File: src/rtl/mgmt_flash_sequencer.sv
// Minimal management core: fetches 32-bit command words from SPI flash (READ 0x03,
// single-bit, mode 0, SCK = core_clk/2) and drives the management GPIO pad and LA banks.
module mgmt_flash_sequencer #(
  parameter logic [23:0] RESET_ADDR = 24'h000000,
  parameter int unsigned WAIT_W     = 24
) (
  input  logic        core_clk,
  input  logic        core_rst,
  output logic        flash_csb,
  output logic        flash_clk,
  output logic        flash_io0_do,
  output logic        flash_io0_oeb,
  input  logic        flash_io1_di,
  output logic        gpio_out_pad,
  output logic        gpio_outenb_pad,
  input  logic        gpio_in_pad,
  output logic [63:0] la_output,
  output logic [63:0] la_oenb,
  output logic        trap
);

  typedef enum logic [2:0] {
    S_GAP,
    S_CMD,
    S_ADDR,
    S_DATA,
    S_EXEC,
    S_WAIT,
    S_HALT
  } state_t;

  localparam logic [3:0] OP_NOP    = 4'h0;
  localparam logic [3:0] OP_GPIO   = 4'h1;
  localparam logic [3:0] OP_LAOUT  = 4'h2;
  localparam logic [3:0] OP_LAOEN  = 4'h3;
  localparam logic [3:0] OP_WAIT   = 4'h4;
  localparam logic [3:0] OP_JUMP   = 4'h5;
  localparam logic [3:0] OP_SKIPIF = 4'h6;
  localparam logic [7:0] READ_CMD  = 8'h03;

  state_t            state, state_next;
  logic              gap_done;
  logic [4:0]        bit_cnt;
  logic [30:0]       shift_reg;
  logic [31:0]       word;
  logic [23:0]       pc;
  logic [WAIT_W-1:0] wait_cnt;
  logic              skip;

  logic [3:0]        opcode;
  logic [1:0]        lane;
  logic [WAIT_W-1:0] wait_len;
  logic [31:0]       cmd_word;
  logic              unused_word_bits;

  assign opcode           = word[31:28];
  assign lane             = word[25:24];
  assign wait_len         = word[WAIT_W-1:0];
  assign cmd_word         = {READ_CMD, pc};
  assign unused_word_bits = ^word[27:26];
  assign flash_io0_oeb    = 1'b0;

  always_ff @(posedge core_clk or posedge core_rst) begin
    if (core_rst) state <= S_GAP;
    else          state <= state_next;
  end

  // A shift state ends on the cycle SCK falls after its last bit.
  always_comb begin
    state_next = state;
    unique case (state)
      S_GAP:  if (gap_done) state_next = S_CMD;
      S_CMD:  if (flash_clk && bit_cnt == 5'd7)  state_next = S_ADDR;
      S_ADDR: if (flash_clk && bit_cnt == 5'd31) state_next = S_DATA;
      S_DATA: if (flash_clk && bit_cnt == 5'd31) state_next = S_EXEC;
      S_EXEC: begin
        if (skip) begin
          state_next = S_DATA;
        end else begin
          case (opcode)
            OP_NOP, OP_GPIO, OP_LAOUT, OP_LAOEN, OP_SKIPIF: state_next = S_DATA;
            OP_WAIT: state_next = (wait_len == '0) ? S_DATA : S_WAIT;
            OP_JUMP: state_next = S_GAP;
            default: state_next = S_HALT;
          endcase
        end
      end
      S_WAIT: if (wait_cnt <= WAIT_W'(1)) state_next = S_DATA;
      S_HALT: state_next = S_HALT;
      default: state_next = S_GAP;
    endcase
  end

  always_ff @(posedge core_clk or posedge core_rst) begin
    if (core_rst) begin
      gap_done        <= 1'b0;
      bit_cnt         <= '0;
      shift_reg       <= '0;
      word            <= '0;
      pc              <= RESET_ADDR;
      wait_cnt        <= '0;
      skip            <= 1'b0;
      flash_csb       <= 1'b1;
      flash_clk       <= 1'b0;
      flash_io0_do    <= 1'b0;
      gpio_out_pad    <= 1'b0;
      gpio_outenb_pad <= 1'b1;
      la_output       <= '0;
      la_oenb         <= '1;
      trap            <= 1'b0;
    end else begin
      unique case (state)
        S_GAP: begin
          gap_done <= ~gap_done;
          if (gap_done) begin
            flash_csb    <= 1'b0;
            flash_io0_do <= cmd_word[31];
            shift_reg    <= cmd_word[30:0];
            bit_cnt      <= '0;
          end
        end
        // Each bit: SCK low cycle (MOSI already set), then SCK high cycle.
        S_CMD, S_ADDR, S_DATA: begin
          flash_clk <= ~flash_clk;
          if (!flash_clk) begin
            if (state == S_DATA)
              word[{bit_cnt[4:3], ~bit_cnt[2:0]}] <= flash_io1_di;
          end else begin
            bit_cnt      <= bit_cnt + 5'd1;
            flash_io0_do <= shift_reg[30];
            shift_reg    <= {shift_reg[29:0], 1'b0};
          end
        end
        S_EXEC: begin
          pc   <= pc + 24'd4;
          skip <= 1'b0;
          if (!skip) begin
            case (opcode)
              OP_NOP: ;
              OP_GPIO: begin
                gpio_out_pad    <= word[0];
                gpio_outenb_pad <= word[1];
              end
              OP_LAOUT: la_output[{lane, 4'b0000} +: 16] <= word[15:0];
              OP_LAOEN: la_oenb[{lane, 4'b0000} +: 16]   <= word[15:0];
              OP_WAIT:  wait_cnt <= wait_len;
              OP_JUMP: begin
                pc        <= {word[23:2], 2'b00};
                flash_csb <= 1'b1;
              end
              OP_SKIPIF: skip <= (gpio_in_pad == word[0]);
              default: begin
                flash_csb <= 1'b1;
                trap      <= 1'b1;
              end
            endcase
          end
        end
        S_WAIT: wait_cnt <= wait_cnt - WAIT_W'(1);
        default: ;
      endcase
    end
  end

endmodule

File: config.mk
export PLATFORM = sky130hd
export DESIGN_NAME = mgmt_flash_sequencer
export DESIGN_NICKNAME = d
export VERILOG_FILES = /design/src/rtl/mgmt_flash_sequencer.sv
export SDC_FILE = /design/constraint.sdc
export NUM_CORES = 1
export LEC_CHECK = 0
export CORE_MARGIN = 2
export CORE_UTILIZATION = 50
export DETAILED_ROUTE_END_ITERATION = 12
export HOLD_SLACK_MARGIN = 0.1
export PLACE_DENSITY = 0.73
export SLEW_MARGIN = 0
export SYNTH_ARGS = -nofsm -noshare
export SYNTH_HDL_FRONTEND = slang
export SYNTH_SLANG_ARGS = --single-unit
File: constraint.sdc
create_clock -name core_clk -period 28.2 [get_ports core_clk]
set_clock_uncertainty 0.1 [all_clocks]
set_input_delay 8.46 -clock core_clk [delete_from_list [all_inputs] [get_ports core_clk]]
set_output_delay 8.46 -clock core_clk [all_outputs]
set_load 0.01 [all_outputs]
## After elaboration in Yosys (flattened, before gate mapping)

Index checks and enable logic that the tools add are counted.

- $add $sub $neg: 4
- $lt $le $gt $ge: 3
- Equal/unequal tests: 24
- Shift-type cells: 2
- Muxes and demuxes: 33
- Bitwise logic cells: 5
- Reduce and logical (&&, ||, !) cells: 22

Operators with widths:

| kind | count |
|---|---|
| $bwmux W64 | 2 |
| $mux W24 | 4 |
| $shift A16 B8 Y64 const A | 1 |
| $shiftx A16 B8 Y64 | 1 |
| $mux W31 | 2 |
| $pmux W31 S2 | 1 |
| $pmux W24 S2 | 1 |
| $bwmux W32 | 1 |
| $add A24 B3 Y24 const B | 1 |
| $le A24 B1 Y1 const B | 1 |
| $logic_not A24 Y1 | 1 |
| $sub A24 B1 Y24 const B | 1 |
| $mux W3 | 7 |
| $pmux W3 S7 | 1 |
| $reduce_and A3 Y1 | 7 |
| $ne A2 B2 Y1 const B | 9 |
| $eq A4 B3 Y1 const B | 3 |
| $mux W5 | 2 |
| $pmux W5 S2 | 1 |
| $eq A3 B3 Y1 const B | 3 |
| $pmux W3 S3 | 1 |
| $eq A4 B2 Y1 const B | 2 |
| $neg A6 Y8 | 1 |
| $mux W1 | 7 |
| 23 further kinds | 32 |

- Register bits: 255
- Input port bits: 4
- Output and inout bits: 135
- Word-level logic and storage cells: 109

## Longest topological paths before layout

- Word-level depth: 6
- Mapped depth: 9
- Depth with buffers taken out: 9

## Worst setup path after synthesis

Ideal clock, no wire load.

- Path type: input port to flip-flop
- From: input flash_io1_di
- To: register word[0]
- Library setup time: 0.125 ns
- Arrival: 8.868 ns
- Required time: 27.975 ns
- Slack: 19.107 ns
- Stages: 2
- Buffers on the path: 1
- Cells stage by stage: clkbuf_1 -> mux2_2

- Cells in the longest elaborated chain, start to end: 1

Ends and longest elaborated chain:

| what | RTL line | text |
|---|---|---|
| start: declaration | 13 | `input logic flash_io1_di,` |
| $bwmux W32 | 127 | `word[{bit_cnt[4:3], ~bit_cnt[2:0]}] <= flash_io1_di;` |
| end signal: indexed assignment | 127 |  |
| end: declaration | 45 | `logic [31:0] word;` |

Every way passes these cells.
A chain may end at the register's enable or synchronous reset.

## Worst setup path in the final report

- From: register la_oenb[62]
- To: output la_oenb[62]

RTL lines:

| what | RTL line | text |
|---|---|---|
| start: declaration | 18 | `output logic [63:0] la_oenb,` |
| start signal: indexed assignment | 145 | `OP_LAOEN: la_oenb[{lane, 4'b0000} +: 16] <= word[15:0];` |

No word-level cell between the ends.

==> results.md <==
- Status: finished clean
- I/O pins: 139
- Final nets: 1,199
- Peak supply drop: 0.00004779 V
- Cells after Synth: between 1,000 and 1,500
- CTS root buf: clkbuf_16
- Primary FF master, synth: dfrtp_1
- Worst hold path class: flop to flop
- CP Capture Type: output pin
- Clk buf depth: 3
- Synthesized flop and latch total: 249
- Worst setup margin: 17,980 ps
- Final hold viol count: 0
- Worst Setup SP: la_oenb[62]
- Starting DRT DRC Count: 733
- Crit-path cells: clkdlybuf4s50_1
- Worst Setup Start Kind: flop
- Warning count from the yosys run: 0
- CTS resizes: 0
- Setup TNS: 0 ps
- Final Cycle Share: 36.23%
- DR vias/cell: approximately 5.7
- Vias in the first global route: 8,347
- First-pass DRT Iterations: 4
- Final cell count without fillers: 1,515
- CP top delay family: buffers and inverters
- Core Area: between 0.02 and 0.025 mm²
- Initial antenna violation count: 0
- Max-cap violations: 0
- Die area: 0.02456 mm²
- Gr usage total: between 20% and 30%
- Slowest-stage cell, CP: clkdlybuf4s50_1
- Std-Cell Rows: 55
- Min Hold Slack: 370.9 ps
- Lkg Pwr: ~6.1 nW
- Area growth from synthesis to layout: 21.39%
- Post-CTS Hold Buffers: 0
- Filler cells: between 1,500 and 2,000
- Routed WL per cell: 19.10 µm
- Sequential-to-total area share from yosys stat: 54.14%
- IO Port Bufs: 137
- Total grt overflow: 0
- Final Slew Violations: 0
- Skew-Pair Late Insertion Delay: 540 ps
- Initial core utilization: 51.20%
- Final setup viols: 0
- Buf+Inv Stages, Crit Path: 1
- Vias: 8,626
- Fmax: 97.87 MHz
- Critical path class: flop to output pin
- First-pass GRT wire length: ~46 mm
- CTS tree: built
- DRT Wirelength: 28.94 mm
- Die Ht: 156.7 µm
- Avg Inst Size Synth: 10.92 µm²
- Worst-path clk slew: 60 ps
- Antenna fix cells: 0
- Required @ worst endpoint: 19,640 ps
- Clk sinks: 249
- CTS Buf Count: 27
- Min Tclk post-route: between 10,000 and 15,000 ps
- Placed cells: 1,466
- Post-Place Worst Slack: 17,560 ps
- CP arrival: between 1500 and 2000 ps
- Reg-to-Reg Start: wait_cnt[0]
- CTS H-tree depth: 1
- Storage cell area: 0.006314 mm²
- Post-CTS Setup Inserts: 0
- Largest registers: la_oenb: 64 flops, la_output: 64 flops, word: 30 flops
- Final Core Density: 62.15%
- Die X: 156.7 µm
- RSZ-0062 raised after global routing: no
- CP peak stage delay: around 590 ps
- HPWL after detailed placement: 18.97 mm
- GPL Wtd Cong: 0.8510
- Layout cells sized above 1: 22.88%
- Antenna Violating Nets Remaining: 0
- Syn nets: 1,085
- Ys async rst share: 100.0%
- Area of the multi-input gates: 0.005015 mm²
- Worst rel slew slack: 26.92%
- EDFF count, synth: 0
- Power Density: 52.17 mW/mm²
- Post-route DRC violation count: 0
- Top fanout value on the critical path: 2
- Pin count of the biggest net entering global routing: 123
- Mapped cell area: between 0.01 and 0.015 mm²
- Hold path start: trap
- Worst-margin pin slew: 1096 ps
- Synth cell types: slightly below 60
## Yosys cell counts, types with 4 or more instances
cell | number | area share (%)
dfrtp_1 | 183 | 39
mux2_2 | 138 | 13
nand2_1 | 129 | 4.2
o21ai_0 | 77 | 3.3
dfstp_2 | 66 | 15
a21oi_1 | 61 | 2.6
and2_1 | 59 | 3.2
clkbuf_1 | 55 | 1.8
nor2_1 | 43 | 1.4
mux2i_1 | 33 | 2.8
inv_1 | 26 | 0.84
nor3_1 | 24 | 1.0
ha_1 | 13 | 1.4
nand3_1 | 12 | 0.51
nor4_1 | 12 | 0.64
o22ai_1 | 12 | 0.64
nand4_1 | 11 | 0.59
a22o_1 | 8 | 0.60
a2bb2oi_1 | 8 | 0.60
a31oi_1 | 6 | 0.32
and3_1 | 6 | 0.32
nor3b_1 | 6 | 0.39
or3_1 | 6 | 0.32
a22oi_1 | 5 | 0.32
or4_1 | 5 | 0.32
nand2b_1 | 4 | 0.21
o22a_1 | 4 | 0.30
o31ai_1 | 4 | 0.26
or2_2 | 4 | 0.21
## kinds of logic (layout without fill, tap and decap cells)
group | count (synthesis) | in the layout | synth area share [%]
simple gates | 337 | 337 | 14.47
flops | 249 | 249 | 54.14
compound gates | 205 | 205 | 10.44
mux | 171 | 171 | 16.16
buf+inv | 87 | 221 | 2.993
fa+ha+maj | 13 | 13 | 1.395
xor+xnor | 5 | 5 | 0.3756
other cells | 1 | 1 | 0.03215
## final timing paths
path / end / slack [ps] / depth (start not counted)
setup / recovery: la_oenb[62] / 17980 / 1
hold / removal: trap / 370 / 1
setup reg to reg: wait_cnt[22] / 25030 / 8
hold reg to reg: trap / 370 / 1
max in group asynchronous: la_output[14] / 18130 / 3
min in group asynchronous: shift_reg[18] / 8360 / 2
## report_power, final
part | internal [W] | switching, W | total, W
Combinational | 0.00000555 | 0.0000126 | 0.0000181
Clock | 0.000211 | 0.000142 | 0.000353
Sequential | 0.000360 | 0.00000718 | 0.000367
Total | 0.000577 | 0.000162 | 0.000739
## placed cells by master, fill, tap and decap left out, types with 6 or more instances in the layout
cell / n
a21oi_1: 61
a22o_1: 8
a2bb2oi_1: 8
a31oi_1: 6
and2_1: 59
and3_1: 6
buf_4: 9
clkbuf_1: 8
clkbuf_16: 27
clkbuf_8: 6
clkdlybuf4s50_1: 137
dfrtp_1: 183
dfstp_2: 66
ha_1: 13
inv_1: 25
mux2_2: 138
mux2i_1: 33
nand2_1: 129
nand3_1: 12
nand4_1: 11
nor2_1: 41
nor3_1: 23
nor4_1: 12
o21ai_0: 77
o22ai_1: 12
or3_1: 6
## metal layers
metal  vias up  wire, µm  track usage [%]
met2       277     13590            39.04
met5         -         0                0
met3        35      1577            3.434
met4         0       527            5.548
met1      4297     13250            34.11
li1       4017         -                -
## area by class of cell
type | instances | area share (%)
clock buffer | 41 | 5.568
clock inverter | 8 | 0.7424
inverter | 26 | 0.7424
multi-input combinational | 732 | 35.42
sequential | 249 | 44.60
tap | 313 | 2.766
timing repair buffer | 146 | 10.16
## through the flow
step / power (W) / cell area (µm²)
floorplan: 0.0003822 / 11660
global placement: 0.0003911 / 13260
detailed placement: 0.0003917 / 13260
CTS: 0.0007443 / 14160
global route: 0.0007613 / 14160
finish: 0.0007386 / 14160
Power figures use the tool's default switching activity.
==> RTL change: new RTL, same flow settings <==
The parameter `WAIT_W` goes from 24 to 12.
--- a/src/rtl/mgmt_flash_sequencer.sv
+++ b/src/rtl/mgmt_flash_sequencer.sv
@@ -2,7 +2,7 @@
 // single-bit, mode 0, SCK = core_clk/2) and drives the management GPIO pad and LA banks.
 module mgmt_flash_sequencer #(
   parameter logic [23:0] RESET_ADDR = 24'h000000,
-  parameter int unsigned WAIT_W     = 24
+  parameter int unsigned WAIT_W     = 12
 ) (
   input  logic        core_clk,
   input  logic        core_rst,
Check against the original RTL: same outputs for any inputs over 10 cycles, from zero or initial values and one cycle with core_rst high; that may be too few to reach the edited logic, so the function may still have changed.
==> RTL change against the original RTL <==
Synthesized cell count grew 4.6%; cell area shrank 7.6%; via count is 1.4% lower; sequential cell count is 12 lower; routed wire length is 6.2% lower; sequential share of layout area is 1.4 points higher; total power fell by 7.1%; area after synthesis decreased by 7.3%; die area down 7.1%; worst setup slack got worse by 0.37 ns; clock power fell by 9.3%; critical path type is now in2async; critical endpoint is now word[31].
==> RTL change: results (changes against the original RTL) <==
- Static power due to leakage: 0.00531 uW (-14%)
- Setup slack after placement: 16.91 ns (-0.658 ns)
- Total GRT Usage: 23.8% (-0.12 points)
- Wire length of the first global-routing pass: 43000 um (-7.2%)
- Vias per cell: 5.69 (about the same)
- VDD IR-drop max: 0.0000350 V (-27%)
- Seq. cell area: 0.00601 sq mm (-4.8%)
- Min-Delay Startpoint: la_oenb[49]
- Worst flop-to-flop path endpoint: pc[20]
- Worst path slowest cell: buf_4
- # fillers: 1749 (-3.6%)
- Synth area leaders: dfrtp_1, dfstp_2, nand2_1, o21ai_0, mux2_2
- Routed wire length: 27200 um (-6.2%)
- Post-detail-place hpwl: 17800 um (-6.3%)
- Startpoint of the lowest-slack register-to-register path: skip
- First-pass DRT Iterations: 8 (+4)
- Number of vias in the routed layout: 8505 (-1.4%)
- Delay of the slowest cell on the worst path: 0.87 ns (+0.28 ns)
- Slew at the pin closest to its max-slew limit: 1.16 ns (+0.0606 ns)
- Sequential cell area fraction in the yosys report: 55.6% (+1.5 points)
- Hold Path Sink: la_oenb[49]
- Clock buffers created by TritonCTS: 25 (-7.4%)
- Number of global-route vias before repair: 7864 (-5.8%)
- Run status: complete, no violations
- Number of cells in the design after placement: 1449 (-1.2%)
## RTL change: kinds of logic after synthesis
logic type               count (synthesis)  synth area share, %
AO/OA/AOI/OAI                          281                 15.3
XOR/XNOR                                 6                0.486
adder cells (fa/ha/maj)                 13                 1.50
buffers and inverters                  106                 3.85
flip-flops                             237                 55.6
multiplexers                            56                 5.55
other                                    1               0.0347
AND/OR/NAND/NOR                        417                 17.7
## RTL change: final cells by class
| type | instances | share of cell area, % |
|---|---|---|
| multi-input combinational | 774 | 33.7 |
| sequential | 237 | 46.0 |
| tap | 275 | 2.63 |
| timing repair buffer | 146 | 11.0 |
| inverter | 17 | 0.545 |
| clock inverter | 5 | 0.325 |
| clock buffer | 40 | 5.82 |
## RTL change: worst max-delay path by stage
stage,from,to,slack (ns)
final,core_rst,word[31],17.61
after global routing,core_rst,la_output[0],17.18
after CTS,core_rst,la_output[0],17.48
after detailed placement,core_rst,word[22],16.91
after global placement,core_rst,word[21],16.91
after floorplan,core_rst,bit_cnt[0],13.25
## RTL change: worst register-to-register path, delay by kind of cell, from the launching register on
family / cells / cell delay (ns)
compound gates: 1 / 0.33
simple gates: 3 / 2.00
flops: 1 / 0.48
## RTL change: report_power, final
group / leakage [uW] / internal, uW / switching [uW]
registers: 0.00297 / 343 / 6.76
logic: 0.00195 / 4.69 / 12.4
clock network: 0.000396 / 185 / 134
total: 0.00531 / 533 / 154
## RTL change: metal layers
layer / vias to the layer above / routed length [um] / global-route usage (%)
li1: 4074 / - / -
met1: 4103 / 12100 / 35.1
met2: 282 / 12600 / 37.1
met3: 46 / 1870 / 3.37
met4: 0 / 634 / 6.92
met5: - / 0 / 0
